File: config.mk
export PLATFORM = sky130hd
export DESIGN_NAME = hit_sound_sequencer
export DESIGN_NICKNAME = d
export VERILOG_FILES = /design/src/rtl/hit_sound_sequencer.sv
export SDC_FILE = /design/constraint.sdc
export NUM_CORES = 1
export LEC_CHECK = 0
export BUFFER_PORTS_ARGS = -buffer_cell sky130_fd_sc_hd__buf_2
export CORE_ASPECT_RATIO = 0.9
export CORE_MARGIN = 3
export CORE_UTILIZATION = 55
export DETAILED_ROUTE_END_ITERATION = 10
export PLACE_DENSITY = 0.76
export SKIP_LAST_GASP = 1
export SLEW_MARGIN = 0
export SYNTH_ARGS = -nofsm -noshare
export SYNTH_HDL_FRONTEND = slang
export SYNTH_SLANG_ARGS = --single-unit
File: constraint.sdc
create_clock -name clk25 -period 7.2 [get_ports clk25]
set_input_delay 2.16 -clock clk25 [delete_from_list [all_inputs] [get_ports clk25]]
set_output_delay 2.16 -clock clk25 [all_outputs]
set_load 0.01 [all_outputs]
File: src/rtl/hit_sound_sequencer.sv
// hit_sound_sequencer
//   Converts per-bullet enemy-hit pulses into a short two-note buzzer chirp.
//   Each enemy class has its own timbre. Spider outranks mosquito, and
//   mosquito outranks fly. A new hit restarts the chirp only when its class
//   is equal to or higher than the class that is currently sounding.
//
//   Chirp shape: NOTE1 (NOTE_CYCLES) -> GAP (GAP_CYCLES, silent) -> NOTE2 (NOTE_CYCLES)
//     fly / mosquito : NOTE2 at half the half-period of NOTE1 (rising chirp)
//     spider         : NOTE2 at twice the half-period of NOTE1 (falling chirp)
//
// Ports
//   clk25         in   1             sole clock
//   reset         in   1             synchronous, active-high; overrides mute
//   mute          in   1             silences and aborts; hits are discarded while high
//   hit_fly       in   BULLET_COUNT  per-bullet fly hit pulses
//   hit_mosquito  in   BULLET_COUNT  per-bullet mosquito hit pulses
//   hit_spider    in   BULLET_COUNT  per-bullet spider hit pulses
//   buzz          out  1             registered square-wave buzzer drive
//   busy          out  1             registered; high while in NOTE1/GAP/NOTE2
//   cur_class     out  2             registered; 00 none, 01 fly, 10 mosquito, 11 spider
module hit_sound_sequencer #(
    parameter int unsigned BULLET_COUNT = 8,
    parameter int unsigned NOTE_CYCLES  = 1250000,
    parameter int unsigned GAP_CYCLES   = 250000,
    parameter int unsigned FLY_HALF     = 12500,
    parameter int unsigned MOSQ_HALF    = 8333,
    parameter int unsigned SPIDER_HALF  = 25000
) (
    input  logic                    clk25,
    input  logic                    reset,
    input  logic                    mute,
    input  logic [BULLET_COUNT-1:0] hit_fly,
    input  logic [BULLET_COUNT-1:0] hit_mosquito,
    input  logic [BULLET_COUNT-1:0] hit_spider,
    output logic                    buzz,
    output logic                    busy,
    output logic [1:0]              cur_class
);

    function automatic int unsigned max3(input int unsigned a, input int unsigned b,
                                         input int unsigned c);
        int unsigned m;
        m = (a > b) ? a : b;
        return (m > c) ? m : c;
    endfunction

    // A half-period of zero would never wrap, so toggle every cycle instead.
    function automatic int unsigned clamp1(input int unsigned v);
        return (v < 1) ? 1 : v;
    endfunction

    localparam int unsigned CNT_MAX = max3(NOTE_CYCLES, GAP_CYCLES, 2 * SPIDER_HALF);
    localparam int unsigned CW      = $clog2(CNT_MAX + 1);

    localparam logic [CW-1:0] NOTE_LAST = CW'(NOTE_CYCLES - 1);
    localparam logic [CW-1:0] GAP_LAST  = CW'(GAP_CYCLES - 1);

    // Terminal half-period counts (H-1) for each class and note.
    localparam logic [CW-1:0] FLY_H1_LAST    = CW'(clamp1(FLY_HALF) - 1);
    localparam logic [CW-1:0] MOSQ_H1_LAST   = CW'(clamp1(MOSQ_HALF) - 1);
    localparam logic [CW-1:0] SPIDER_H1_LAST = CW'(clamp1(SPIDER_HALF) - 1);
    localparam logic [CW-1:0] FLY_H2_LAST    = CW'(clamp1(FLY_HALF / 2) - 1);
    localparam logic [CW-1:0] MOSQ_H2_LAST   = CW'(clamp1(MOSQ_HALF / 2) - 1);
    localparam logic [CW-1:0] SPIDER_H2_LAST = CW'(clamp1(SPIDER_HALF * 2) - 1);

    localparam logic [1:0] CLS_NONE   = 2'b00;
    localparam logic [1:0] CLS_FLY    = 2'b01;
    localparam logic [1:0] CLS_MOSQ   = 2'b10;
    localparam logic [1:0] CLS_SPIDER = 2'b11;

    typedef enum logic [1:0] {
        IDLE  = 2'd0,
        NOTE1 = 2'd1,
        GAP   = 2'd2,
        NOTE2 = 2'd3
    } state_t;

    state_t        state_q;
    logic [CW-1:0] dur_q;
    logic [CW-1:0] half_q;
    logic          buzz_q;
    logic          busy_q;
    logic [1:0]    class_q;

    logic [1:0]    req_class_d;
    logic          accept_d;
    logic [CW-1:0] half_last_d;
    logic          dur_last_d;

    always_comb begin
        req_class_d = CLS_NONE;
        if (|hit_spider) begin
            req_class_d = CLS_SPIDER;
        end else if (|hit_mosquito) begin
            req_class_d = CLS_MOSQ;
        end else if (|hit_fly) begin
            req_class_d = CLS_FLY;
        end

        accept_d = (req_class_d != CLS_NONE) &&
                   ((state_q == IDLE) || (req_class_d >= class_q));

        half_last_d = '0;
        case (class_q)
            CLS_FLY:    half_last_d = (state_q == NOTE2) ? FLY_H2_LAST    : FLY_H1_LAST;
            CLS_MOSQ:   half_last_d = (state_q == NOTE2) ? MOSQ_H2_LAST   : MOSQ_H1_LAST;
            CLS_SPIDER: half_last_d = (state_q == NOTE2) ? SPIDER_H2_LAST : SPIDER_H1_LAST;
            default:    half_last_d = '0;
        endcase

        dur_last_d = 1'b0;
        case (state_q)
            NOTE1, NOTE2: dur_last_d = (dur_q == NOTE_LAST);
            GAP:          dur_last_d = (dur_q == GAP_LAST);
            default:      dur_last_d = 1'b0;
        endcase
    end

    // Priority: reset, then mute (which also drops any hits), then an accepted
    // hit (which wins even over the final NOTE2 cycle), then normal sequencing.
    always_ff @(posedge clk25) begin
        if (reset || mute) begin
            state_q <= IDLE;
            dur_q   <= '0;
            half_q  <= '0;
            buzz_q  <= 1'b0;
            busy_q  <= 1'b0;
            class_q <= CLS_NONE;
        end else if (accept_d) begin
            state_q <= NOTE1;
            dur_q   <= '0;
            half_q  <= '0;
            buzz_q  <= 1'b0;
            busy_q  <= 1'b1;
            class_q <= req_class_d;
        end else begin
            case (state_q)
                IDLE: begin
                    dur_q  <= '0;
                    half_q <= '0;
                    buzz_q <= 1'b0;
                end
                NOTE1, NOTE2: begin
                    if (dur_last_d) begin
                        dur_q  <= '0;
                        half_q <= '0;
                        buzz_q <= 1'b0;
                        if (state_q == NOTE1) begin
                            state_q <= GAP;
                        end else begin
                            state_q <= IDLE;
                            busy_q  <= 1'b0;
                            class_q <= CLS_NONE;
                        end
                    end else begin
                        dur_q <= dur_q + CW'(1);
                        if (half_q == half_last_d) begin
                            half_q <= '0;
                            buzz_q <= ~buzz_q;
                        end else begin
                            half_q <= half_q + CW'(1);
                        end
                    end
                end
                GAP: begin
                    buzz_q <= 1'b0;
                    half_q <= '0;
                    if (dur_last_d) begin
                        dur_q   <= '0;
                        state_q <= NOTE2;
                    end else begin
                        dur_q <= dur_q + CW'(1);
                    end
                end
                default: begin
                    state_q <= IDLE;
                    dur_q   <= '0;
                    half_q  <= '0;
                    buzz_q  <= 1'b0;
                    busy_q  <= 1'b0;
                    class_q <= CLS_NONE;
                end
            endcase
        end
    end

    assign buzz      = buzz_q;
    assign busy      = busy_q;
    assign cur_class = class_q;

endmodule

Word-level counts from Yosys, hierarchy flattened
Index checks and enable logic that the tools add are counted.
{"block": "classes", "n_addsub": 2, "n_lt_le_gt_ge": 1, "n_eq_ne": 15, "mux": 29, "bitwise": 1, "n_reduce_logical": 19}
{"cell": "21-bit case mux with 2 select lines", "n": 2}
{"cell": "21-bit two-way mux", "n": 3}
{"cell": "16-bit case mux with 3 select lines", "n": 1}
{"cell": "21-bit by 1-bit adder with 21-bit output, second input constant", "n": 2}
{"cell": "14-bit two-way mux", "n": 2}
{"cell": "8-bit OR reduction", "n": 3}
{"cell": "21-bit by 18-bit equality test with 1-bit output, second input constant", "n": 1}
{"cell": "21-bit equality test", "n": 1}
{"cell": "21-bit equality test, second input constant", "n": 1}
{"cell": "2-bit two-way mux", "n": 9}
{"cell": "16-bit two-way mux", "n": 1}
{"cell": "3-bit inequality test, second input constant", "n": 3}
{"cell": "3-bit AND reduction", "n": 3}
{"cell": "2-bit equality test, second input constant", "n": 4}
{"cell": "1-bit two-way mux", "n": 8}
{"cell": "2-bit nonzero test", "n": 4}
{"cell": "2-bit inequality test, second input constant", "n": 3}
{"cell": "2-bit OR reduction", "n": 3}
{"cell": "2-bit by 1-bit equality test with 1-bit output, second input constant", "n": 2}
{"cell": "1-bit case mux with 2 select lines", "n": 2}
{"cell": "2-bit case mux with 2 select lines", "n": 1}
{"cell": "3-bit nonzero test", "n": 1}
{"cell": "3-bit OR reduction", "n": 1}
{"cell": "2-bit greater-or-equal comparator", "n": 1}
{"cell": "4 further kinds", "n": 5}
{"block": "word_totals", "reg_bits": 48, "in_bits": 27, "output_inout_bits": 4, "word_cells": 74}

Longest topological paths before layout
Gate-level depths: netlist (run 1).
{"block": "depth", "depth_word": 9, "ltp_mapped": 12, "mapped_depth_nobuf": 10}

Worst setup path before layout (run 1)
OpenSTA, ideal clock, no wires.
{"block": "synth_path", "path_type": "input to register", "from": "input hit_mosquito[5]", "to": "register half_q[6]", "setup_ps": 64, "arrival_ps": 5091, "t_required_ps": 7136, "path_slack_ps": 2044, "path_stages": 11, "n_path_buf": 2, "path_cell_list": "or4_4 > o31a_1 > ha_1 > nand2b_1 > a211oi_1 > a21oi_2 > or4_1 > clkbuf_1 > a211o_1 > buf_6 > nor2_1"}
{"block": "synth_between", "elab_chain_cells": 7, "word_cells_on_any_way": 8, "classes_between": "order compare (1); mux (2); reduce/logical (5)"}
{"element": "from (decl)", "line": "33", "text": "input logic [BULLET_COUNT-1:0] hit_mosquito,"}
{"element": "8-bit OR reduction (*)", "line": "94", "text": "end else if (|hit_mosquito) begin"}
{"element": "2-bit two-way mux (*)", "line": "94"}
{"element": "2-bit two-way mux (*)", "line": "92", "text": "if (|hit_spider) begin"}
{"element": "2-bit greater-or-equal comparator", "line": "101", "text": "((state_q == IDLE) || (req_class_d >= class_q));"}
{"element": "1-bit logical OR", "line": "101"}
{"element": "1-bit logical AND (*)", "line": "100", "text": "accept_d = (req_class_d != CLS_NONE) &&"}
{"element": "2-bit OR reduction (no line) (*)"}
{"element": "to (signal assigned)", "line": "161", "text": "half_q <= half_q + CW'(1);"}
{"element": "to (decl)", "line": "80", "text": "logic [CW-1:0] half_q;"}
Every way passes the cells marked *; elsewhere a longest branch is shown, timed or not.
A chain may end at the register's enable or synchronous reset.

Worst setup path after layout (run 1)
{"block": "layout_path", "from": "input hit_fly[5]", "to": "register half_q[3]"}
{"block": "layout_between", "elab_chain_cells": 8, "word_cells_on_any_way": 9, "classes_between": "order compare (1); mux (3); reduce/logical (5)"}
{"element": "from (decl)", "line": "32", "text": "input logic [BULLET_COUNT-1:0] hit_fly,"}
{"element": "8-bit OR reduction (*)", "line": "96", "text": "end else if (|hit_fly) begin"}
{"element": "1-bit two-way mux (*)", "line": "96"}
{"element": "2-bit two-way mux (*)", "line": "94"}
{"element": "2-bit two-way mux (*)", "line": "92"}
{"element": "2-bit greater-or-equal comparator", "line": "101"}
{"element": "1-bit logical OR", "line": "101"}
{"element": "1-bit logical AND (*)", "line": "100"}
{"element": "2-bit OR reduction (no line) (*)"}
Marks and branches as above.

==> summary.txt, run 1 <==
Outcome
  – Status: completed

Global routing
  – All-Layer GR Usage: 19.6%
  – Number of global-route vias before repair: 2016
  – Initial antenna violation count: 0
  – Largest net degree at the start of global routing: 24
  – Gr ovfl total: 0
  – First-pass GRT wire length: 8960 µm

Routing
  – Drt via density: 5.46
  – Antenna-violating nets left: 0
  – Final wirelength: 5270 µm
  – Routed WL per cell: 12.9 µm
  – First drt pass iteration count: 5
  – Met2 wire length: 2220 µm
  – Highest Signal Layer: met4
  – DRC viols: 0
  – Routed wl met3: 337 µm
  – M1 wire length: 2660 µm
  – Vias: 2222
  – DRT iter0 DRCs: 201

Die
  – Row count: 23
  – Die width: 78.9 µm
  – IO Pins: 31
  – Core region area: 4550 µm²
  – Initial core utilization: 57.9%
  – Die area: 5650 µm²
  – Die Y-Extent: 71.6 µm

Place
  – Port bufs: 30
  – Pre-CTS setup slack: 1150 ps
  – Placed cell area: 2780 µm²
  – RD Place Congestion: 0.809
  – Dpl hpwl: 3850 µm
  – Placed cell count: 399

Clocking
  – Max clock buf depth: 2
  – Worst skew pair latency: 300 ps
  – CTS buffer count: 5
  – Root buffer cell: clkbuf_8
  – H-tree depth: 2
  – CTS Hold Buffers Added: 0
  – Postcts setup bufs: 0
  – TritonCTS Sinks: 48
  – CTS tree: done
  – Worst-path clk slew: 90 ps
  – Post-cts sizing count: 0

Worst setup path
  – Reg-to-reg critical path startpoint: cur_class[0]
  – Crit path DAT: 5940 ps
  – Crit-path max FO: 23
  – Slowest CP cell: or4_1
  – CP top delay family: simple AND/OR/NAND/NOR gates
  – Startpoint types: primary input
  – Worst Setup End Kind: flop
  – Crit path kind: in -> reg
  – Worst path required time: 7440 ps
  – Critical path origin: hit_fly[5]
  – CP max stage delay: 860 ps
  – Buffers and inverters on the worst path: 1
  – Worst path cell trace: buf_2 -> or4_1 -> nor2_1 -> o31a_1 -> ha_1 -> nand2b_1 -> a211oi_1 -> a21oi_2 -> or4_1 -> a211o_1 -> nor2_1

Run
  – Maxcap violations: 0

Layout
  – Area delta synth->final: 11.0%
  – Final core occ: 64.3%
  – Layout cells sized above 1: 13.3%
  – Fin cells: 407
  – NumNets Final: 379
  – Final instance area: 2920 µm²
  – Antenna Cells: 0

Timing
  – Worst slew margin: 51.1%
  – Number of max-slew violations in the final report: 0
  – Worst setup margin: 1490 ps
  – Sum Neg Setup Slack: 0 ps
  – Worst Tran Pin Value: 734 ps
  – Worst Skew: 10.6 ps
  – Shortest period the worst path allows: 5710 ps
  – Final setup violation count: 0
  – Period utilization: 79.2%
  – Final Hold Viols: 0
  – Fmax: 175 MHz
  – RSZ-0062 raised after global routing: no
  – Worst hold margin: 455 ps

Pwr
  – Peak VDD IR: 0.105 mV
  – Leakage: 0.981 nW
  – Power Total: 524 µW
  – Pwr per Cell Area: 180 nW/µm²

Synth
  – Synth Cell Area: 2630 µm²
  – Post-Synthesis Net Count: 358
  – Synth Register Bits: 48
  – Top FF cell, synth: dfxtp_1
  – YS warnings: 0
  – Post-Synthesis Cells: 323
  – Syn Area/Cell: 8.15 µm²
  – Async S/R FF share, synth: 0%
  – Unique masters post-synth: 44
  – Register area share after synthesis: 36.5%
  – Post-synth EDFFs: 0

Hold path
  – Worst min path class: reg -> reg
  – Hold Path Origin: dur_q[0]
-- placed cells by master (no fill, tap or decap), types with 3 or more instances in the layout --
| cell | synthesis | routed |
|---|---|---|
| nor2_1 | 67 | 67 |
| dfxtp_1 | 48 | 48 |
| buf_2 | 0 | 30 |
| xor2_1 | 21 | 21 |
| xnor2_1 | 20 | 20 |
| nand2_1 | 18 | 18 |
| nand3_1 | 15 | 15 |
| inv_1 | 12 | 12 |
| nand4_1 | 10 | 10 |
| a21oi_1 | 9 | 9 |
| o21ai_0 | 8 | 8 |
| ha_1 | 8 | 8 |
| or4_1 | 6 | 6 |
| nor3_1 | 6 | 6 |
| nor2b_1 | 5 | 5 |
| and3_1 | 5 | 5 |
| nor4bb_1 | 5 | 5 |
| clkbuf_8 | 0 | 5 |
| nand2b_1 | 4 | 4 |
| or3_1 | 4 | 4 |
| a211oi_1 | 3 | 3 |
| mux2i_1 | 3 | 3 |
| or2_2 | 3 | 3 |
| and4_1 | 3 | 3 |
-- final cells by class --
| type | count | area [µm²] |
|---|---|---|
| tap | 62 | 77.6 |
| sequential | 48 | 961 |
| clock inverter | 3 | 68.8 |
| timing repair buffer | 30 | 150 |
| inverter | 12 | 45.0 |
| clock buffer | 5 | 68.8 |
| multi-input combinational | 247 | 1550 |
| fill | 407 | 1630 |
-- flip-flops by register name, indices dropped and copies added, names as in the netlist --
signal     flops
state_q        2
buzz           1
dur_q         21
cur_class      2
half_q        21
busy           1
-- cells in the mapped netlist (all sizes together) (8+ instances only) --
master / instances / area [µm²]
nand2: 18 / 67.6
clkbuf: 13 / 48.8
or4: 8 / 67.6
inv: 12 / 45.0
dfxtp: 48 / 961
nand4: 10 / 62.6
xor2: 21 / 184
xnor2: 20 / 175
nor2: 67 / 251
a21oi: 10 / 53.8
ha: 8 / 100
nand3: 15 / 75.1
o21ai: 8 / 40.0
-- cell families (layout without fill, tap and decap cells) --
group,Yosys count,in the layout,synth area share (%)
fa+ha+maj,8,8,3.80
flops,48,48,36.5
compound gates,35,35,8.99
mux,3,3,1.14
simple gates,160,160,31.3
buf+inv,28,50,4.56
xor+xnor,41,41,13.6
-- path summary, 6_finish.rpt --
kind	endpoint	slack, ps	depth (start not counted)
worst max-delay path	half_q[3]	1490	11
worst min-delay path	dur_q[0]	460	1
worst max register to register	half_q[3]	3670	7
worst min register to register	dur_q[0]	460	1
-- per-layer routing --
layer | global-route usage [%] | up-vias
met3 | 3.89 | 5
met5 | 0 | -
li1 | - | 1149
met1 | 28.3 | 1020
met2 | 30.1 | 48
met4 | 5.15 | 0
-- where the power goes --
group | internal [mW] | switching, mW
Clock | 0.140 | 0.0944
Combinational | 0.0114 | 0.00907
Sequential | 0.267 | 0.00319
Power figures use the tool's default switching activity.
==> run 2: changes to the inputs <==
--- a/config.mk
+++ b/config.mk
@@ -5,12 +5,13 @@
 export SDC_FILE = /design/constraint.sdc
 export NUM_CORES = 1
 export LEC_CHECK = 0
+export ABC_AREA = 1
 export BUFFER_PORTS_ARGS = -buffer_cell sky130_fd_sc_hd__buf_2
 export CORE_ASPECT_RATIO = 0.9
 export CORE_MARGIN = 3
 export CORE_UTILIZATION = 55
 export DETAILED_ROUTE_END_ITERATION = 10
-export PLACE_DENSITY = 0.76
+export PLACE_DENSITY = 0.75
 export SKIP_LAST_GASP = 1
 export SLEW_MARGIN = 0
 export SYNTH_ARGS = -nofsm -noshare
==> constraint.sdc (replaced) <==
create_clock -name clk25 -period 5.6 [get_ports clk25]
set_input_delay 1.68 -clock clk25 [delete_from_list [all_inputs] [get_ports clk25]]
set_output_delay 1.68 -clock clk25 [all_outputs]
set_load 0.01 [all_outputs]
==> summary.txt, run 2 <==
Timing
  – Final Hold Viols: 0
  – Shortest period the worst path allows: 3440 ps
  – Worst Tran Pin Value: 532 ps
  – Worst Skew: 9.17 ps
  – Fmax: 290 MHz
  – Final setup violation count: 0
  – Worst hold margin: 460 ps
  – Worst slew margin: 64.5%
  – RSZ-0062 raised after global routing: no
  – Number of max-slew violations in the final report: 0
  – Period utilization: 61.5%
  – Sum Neg Setup Slack: 0 ps

Worst setup path
  – Worst path required time: 5840 ps
  – Startpoint types: primary input
  – Crit-path max FO: 20
  – Reg-to-reg critical path startpoint: cur_class[1]
  – Reg-to-reg endpoint: half_q[12]
  – Crit path DAT: 3680 ps
  – Worst reg-to-reg setup slack: 3430 ps
  – Crit path kind: in -> reg
  – Worst Setup End Kind: flop
  – FF-to-FF path depth: 9

Global routing
  – Number of global-route vias before repair: 2597
  – All-Layer GR Usage: 21.3%
  – Largest net degree at the start of global routing: 21
  – First-pass GRT wire length: 11500 µm
  – Gr ovfl total: 0
  – Initial antenna violation count: 0

Pwr
  – Switching power: 140 µW
  – Power Total: 600 µW
  – Gate power share: 6.2%
  – Reg power frac: 57.8%
  – P_int: 460 µW
  – Peak VDD IR: 0.106 mV
  – Clock group share of total power: 36.0%
  – Switching Fraction: 23.3%
  – Leakage: 1.36 nW
  – Pwr per Cell Area: 179 nW/µm²

Synth
  – Register area share after synthesis: 31.1%
  – Synth Register Bits: 48
  – Async S/R FF share, synth: 0%
  – Unique masters post-synth: 39
  – Post-Synthesis Net Count: 502
  – YS warnings: 0
  – Post-synth top cells: 108 x nand2_1, 81 x nor2_1, 52 x inv_1
  – Post-synth EDFFs: 0
  – Top cell type's share of synthesized area: 31.1%
  – Top post-synthesis cells by area: dfxtp_1 31%, nand2_1 13%, nor2_1 9.8%
  – Synth Cell Area: 3090 µm²
  – Synth area leader: dfxtp_1
  – Top FF cell, synth: dfxtp_1
  – Syn Area/Cell: 6.62 µm²
  – Top-count cell post-synth: nand2_1
  – Post-Synthesis Cells: 467

Die
  – Die area: 6560 µm²
  – Core region area: 5350 µm²
  – Die width: 85.0 µm
  – Initial core utilization: 57.8%
  – Row count: 25
  – Die Y-Extent: 77.1 µm
  – IO Pins: 31

Place
  – RD Place Congestion: 0.875
  – Port bufs: 30
  – Dpl hpwl: 5170 µm
  – Placed cell area: 3250 µm²

Clocking
  – CTS Hold Buffers Added: 0
  – Max clock buf depth: 2
  – Post-cts sizing count: 0
  – H-tree depth: 2
  – CTS tree: done
  – TritonCTS Sinks: 48
  – CTS buffer count: 5
  – Root buffer cell: clkbuf_8
  – Postcts setup bufs: 0
  – Worst skew pair latency: 300 ps
  – Worst-path clk slew: 90 ps

Routing
  – Antenna-violating nets left: 0
  – Drt via density: 5.22
  – Routed WL per cell: 11.7 µm
  – DRT iter0 DRCs: 222
  – DRC viols: 0
  – Final wirelength: 6630 µm
  – Vias: 2942
  – First drt pass iteration count: 6

Layout
  – Final instance area: 3340 µm²
  – Layout cells sized above 1: 17.1%
  – Commonest non-fill, non-tap cell in the layout: nand2_1
  – Area delta synth->final: 8.13%
  – Commonest non-fill, non-tap cells in the layout: 108 x nand2_1, 81 x nor2_1, 52 x inv_1, 48 x dfxtp_1, 31 x nand3_1
  – Top flop regs: dur_q: 21 flops, half_q: 21 flops
  – Antenna Cells: 0
  – NumNets Final: 531

Hold path
  – Hold Path Origin: dur_q[0]
  – Worst Hold Depth: 1
  – Worst min path class: reg -> reg
  – Hold Crit Endpoint: dur_q[0]

Outcome
  – Status: completed

Run
  – Maxcap violations: 0
## run 2: worst max-delay path by stage
stage               cells after the start    endpoint             from  slack, ps
floorplan                              15  half_q[12]  hit_mosquito[7]       2250
global placement                       15  half_q[20]  hit_mosquito[7]       1920
detailed placement                     15  half_q[12]  hit_mosquito[1]       1820
CTS                                    15  half_q[20]  hit_mosquito[7]       2150
global route                           15  half_q[10]  hit_mosquito[1]       1960
finish                                 15  half_q[12]  hit_mosquito[7]       2160
## run 2: metrics by stage
stage	setup WS (ps)	std cells	utilization, %
final	2160	564	62.5
after CTS	2150	564	62.5
after global placement	1920	556	60.8
after detailed placement	1820	556	60.8
after floorplan	2250	467	-
after global routing	1960	564	62.5
## run 2: final cells by class
class	instances	area (µm²)
fillers	504	2010
flip-flops and latches	48	961
repair buffers	30	150
well taps	67	83.8
inverters	61	236
multi-input cells	350	1820
clock buffers	8	90.1
## run 2: critical path: stages
cell and delay [ps]:
buf_2 90, nor2_1 90, nand2_1 70, nor2_2 140, o21ai_0 100, nand2_1 80
inv_1 50, ha_1 250, o21ai_0 170, nand2_1 110, nand2_2 140, nand2_4 90
nor2_8 150, nand3_4 270, a21oi_2 200
## run 2: cell families after synthesis
logic type               count (synthesis)  share of synthesized area [%]
adder cells (fa/ha/maj)                  8                           3.24
flip-flops                              48                           31.1
AND/OR/NAND/NOR                        287                           43.6
AO/OA/AOI/OAI                           37                           7.00
buffers and inverters                   69                           10.0
XOR/XNOR                                18                           5.10
## run 2: power groups by stage
stage	registers [mW]	clock network, mW	logic, mW
floorplan	0.353	0	0.0269
global placement	0.355	0	0.0366
detailed placement	0.355	0	0.0376
CTS	0.347	0.221	0.0377
global route	0.347	0.236	0.0433
finish	0.347	0.216	0.0374
## run 2: metal layers
metal | vias to the layer above | global-route usage (%) | wire length [µm]
met4 | 0 | 8.07 | 116
met2 | 101 | 30.7 | 2620
met3 | 14 | 4.83 | 575
li1 | 1539 | - | -
met1 | 1288 | 30.5 | 3310
met5 | - | 0 | 0
==> run 3: changes to the inputs <==
--- a/config.mk
+++ b/config.mk
@@ -5,11 +5,11 @@
 export SDC_FILE = /design/constraint.sdc
 export NUM_CORES = 1
 export LEC_CHECK = 0
-export ABC_AREA = 1
+export ABC_AREA = 0
 export BUFFER_PORTS_ARGS = -buffer_cell sky130_fd_sc_hd__buf_2
 export CORE_ASPECT_RATIO = 0.9
 export CORE_MARGIN = 3
-export CORE_UTILIZATION = 55
+export CORE_UTILIZATION = 52
 export DETAILED_ROUTE_END_ITERATION = 10
 export PLACE_DENSITY = 0.75
 export SKIP_LAST_GASP = 1
==> constraint.sdc (replaced) <==
create_clock -name clk25 -period 2.84 [get_ports clk25]
set_input_delay 0.852 -clock clk25 [delete_from_list [all_inputs] [get_ports clk25]]
set_output_delay 0.852 -clock clk25 [all_outputs]
set_load 0.01 [all_outputs]
==> summary.txt, run 3 (synthesized netlist as in run 1, its figures left out) <==
Place
  – RD Place Congestion: 0.855
  – Placed cell area: 2880 µm²
  – Dpl hpwl: 3920 µm
  – Pre-CTS setup slack: -759 ps
  – Placed cell count: 409
  – Port bufs: 30

Layout
  – Fillers: 388
  – Top flop regs: dur_q: 21 flops, half_q: 21 flops
  – Final core occ: 66.8%
  – Multi-input combinational cell area: 1610 µm²
  – Final instance area: 3120 µm²
  – NumNets Final: 393
  – Commonest non-fill, non-tap cell in the layout: nor2_1
  – Commonest non-fill, non-tap cells in the layout: 61 x nor2_1, 48 x dfxtp_1, 28 x buf_2, 21 x xor2_1, 20 x xnor2_1
  – Reg area: 961 µm²
  – Antenna Cells: 0
  – Fin cells: 421
  – Area delta synth->final: 18.4%
  – Layout cells sized above 1: 19.8%

Pwr
  – Leakage: 1.08 nW
  – Power Total: 1.24 mW
  – Peak VDD IR: 0.274 mV
  – Pwr per Cell Area: 398 nW/µm²

Worst setup path
  – Crit path kind: in -> reg
  – Worst path required time: 3090 ps
  – Crit-path max FO: 21
  – Crit path DAT: 3520 ps
  – Startpoint types: primary input
  – Worst Setup End Kind: flop

Timing
  – Final Hold Viols: 0
  – Worst setup margin: -432 ps
  – RSZ-0062 raised after global routing: yes
  – Final setup violation count: 43
  – Shortest period the worst path allows: 3270 ps
  – Period utilization: 115%
  – Worst Tran Pin Value: 559 ps
  – Number of max-slew violations in the final report: 0
  – Sum Neg Setup Slack: -16120 ps
  – Fmax: 306 MHz
  – Worst Skew: 14.0 ps
  – Worst hold margin: 438 ps
  – Worst slew margin: 62.2%

Routing
  – Vias: 2302
  – DRC viols: 0
  – DRT iter0 DRCs: 96
  – Met2 wire length: 2700 µm
  – Antenna-violating nets left: 0
  – Routed WL per cell: 13.7 µm
  – M1 wire length: 2740 µm
  – First drt pass iteration count: 4
  – Drt via density: 5.47
  – Final wirelength: 5780 µm
  – Highest Signal Layer: met4
  – Routed wl met3: 272 µm

Die
  – Die area: 5950 µm²
  – Die Y-Extent: 73.5 µm
  – Row count: 23
  – Initial core utilization: 56.4%
  – Die width: 81.0 µm
  – Core region area: 4660 µm²
  – IO Pins: 31

Run
  – Maxcap violations: 0

Clocking
  – Worst-path clk slew: 90 ps
  – CTS buffer count: 5
  – CTS Hold Buffers Added: 0
  – TritonCTS Sinks: 48
  – Worst skew pair latency: 310 ps
  – H-tree depth: 2
  – Max clock buf depth: 2
  – CTS tree: done
  – Root buffer cell: clkbuf_8

Global routing
  – Gr ovfl total: 0
  – First-pass GRT wire length: 9440 µm
  – Initial antenna violation count: 0
  – All-Layer GR Usage: 20.3%
  – Largest net degree at the start of global routing: 22
  – Number of global-route vias before repair: 2099

Hold path
  – Worst min path class: reg -> reg

Outcome
  – Status: complete, but fails checks
  – Failing checks: setup timing
run 3: timing repair:
item                       4_1_cts  5_1_grt
buffers inserted                 3        2
gates cloned                     1        0
pin swaps                        1        2
setup endpoints to repair       43       46
gates resized for setup         10        8
run 3: power by group:
group | total (mW) | switching [mW] | internal, mW
logic | 0.0685 | 0.0306 | 0.0379
registers | 0.679 | 0.00381 | 0.676
clock network | 0.491 | 0.229 | 0.261
run 3: layout make-up:
class | count | area share, %
flip-flops and latches | 48 | 30.8
repair buffers | 44 | 10.2
well taps | 62 | 2.49
clock inverters | 2 | 1.12
multi-input cells | 247 | 51.6
clock buffers | 6 | 2.33
inverters | 12 | 1.45
run 3: per-layer routing:
metal / track usage (%) / up-vias
met5: 0 / -
met4: 9.57 / 0
met3: 4.41 / 7
met2: 31.2 / 50
met1: 27.0 / 1067
li1: - / 1178
run 3: worst paths after layout:
kind                   startpoint    endpoint  slack (ps)  cells after the start
setup / recovery  hit_mosquito[5]  half_q[17]        -430                     11
hold / removal           dur_q[0]    dur_q[0]         440                      1
setup reg to reg       state_q[0]   half_q[0]         180                      8
hold reg to reg          dur_q[0]    dur_q[0]         440                      1
run 3: worst max-delay path: stages:
cell and delay [ps]:
buf_6 90, or4_4 540, o31a_1 330, ha_1 270, nand2b_4 150, a211oi_4 220
a21oi_2 70, or4_4 440, a211o_1 280, buf_12 170, nor2_1 90
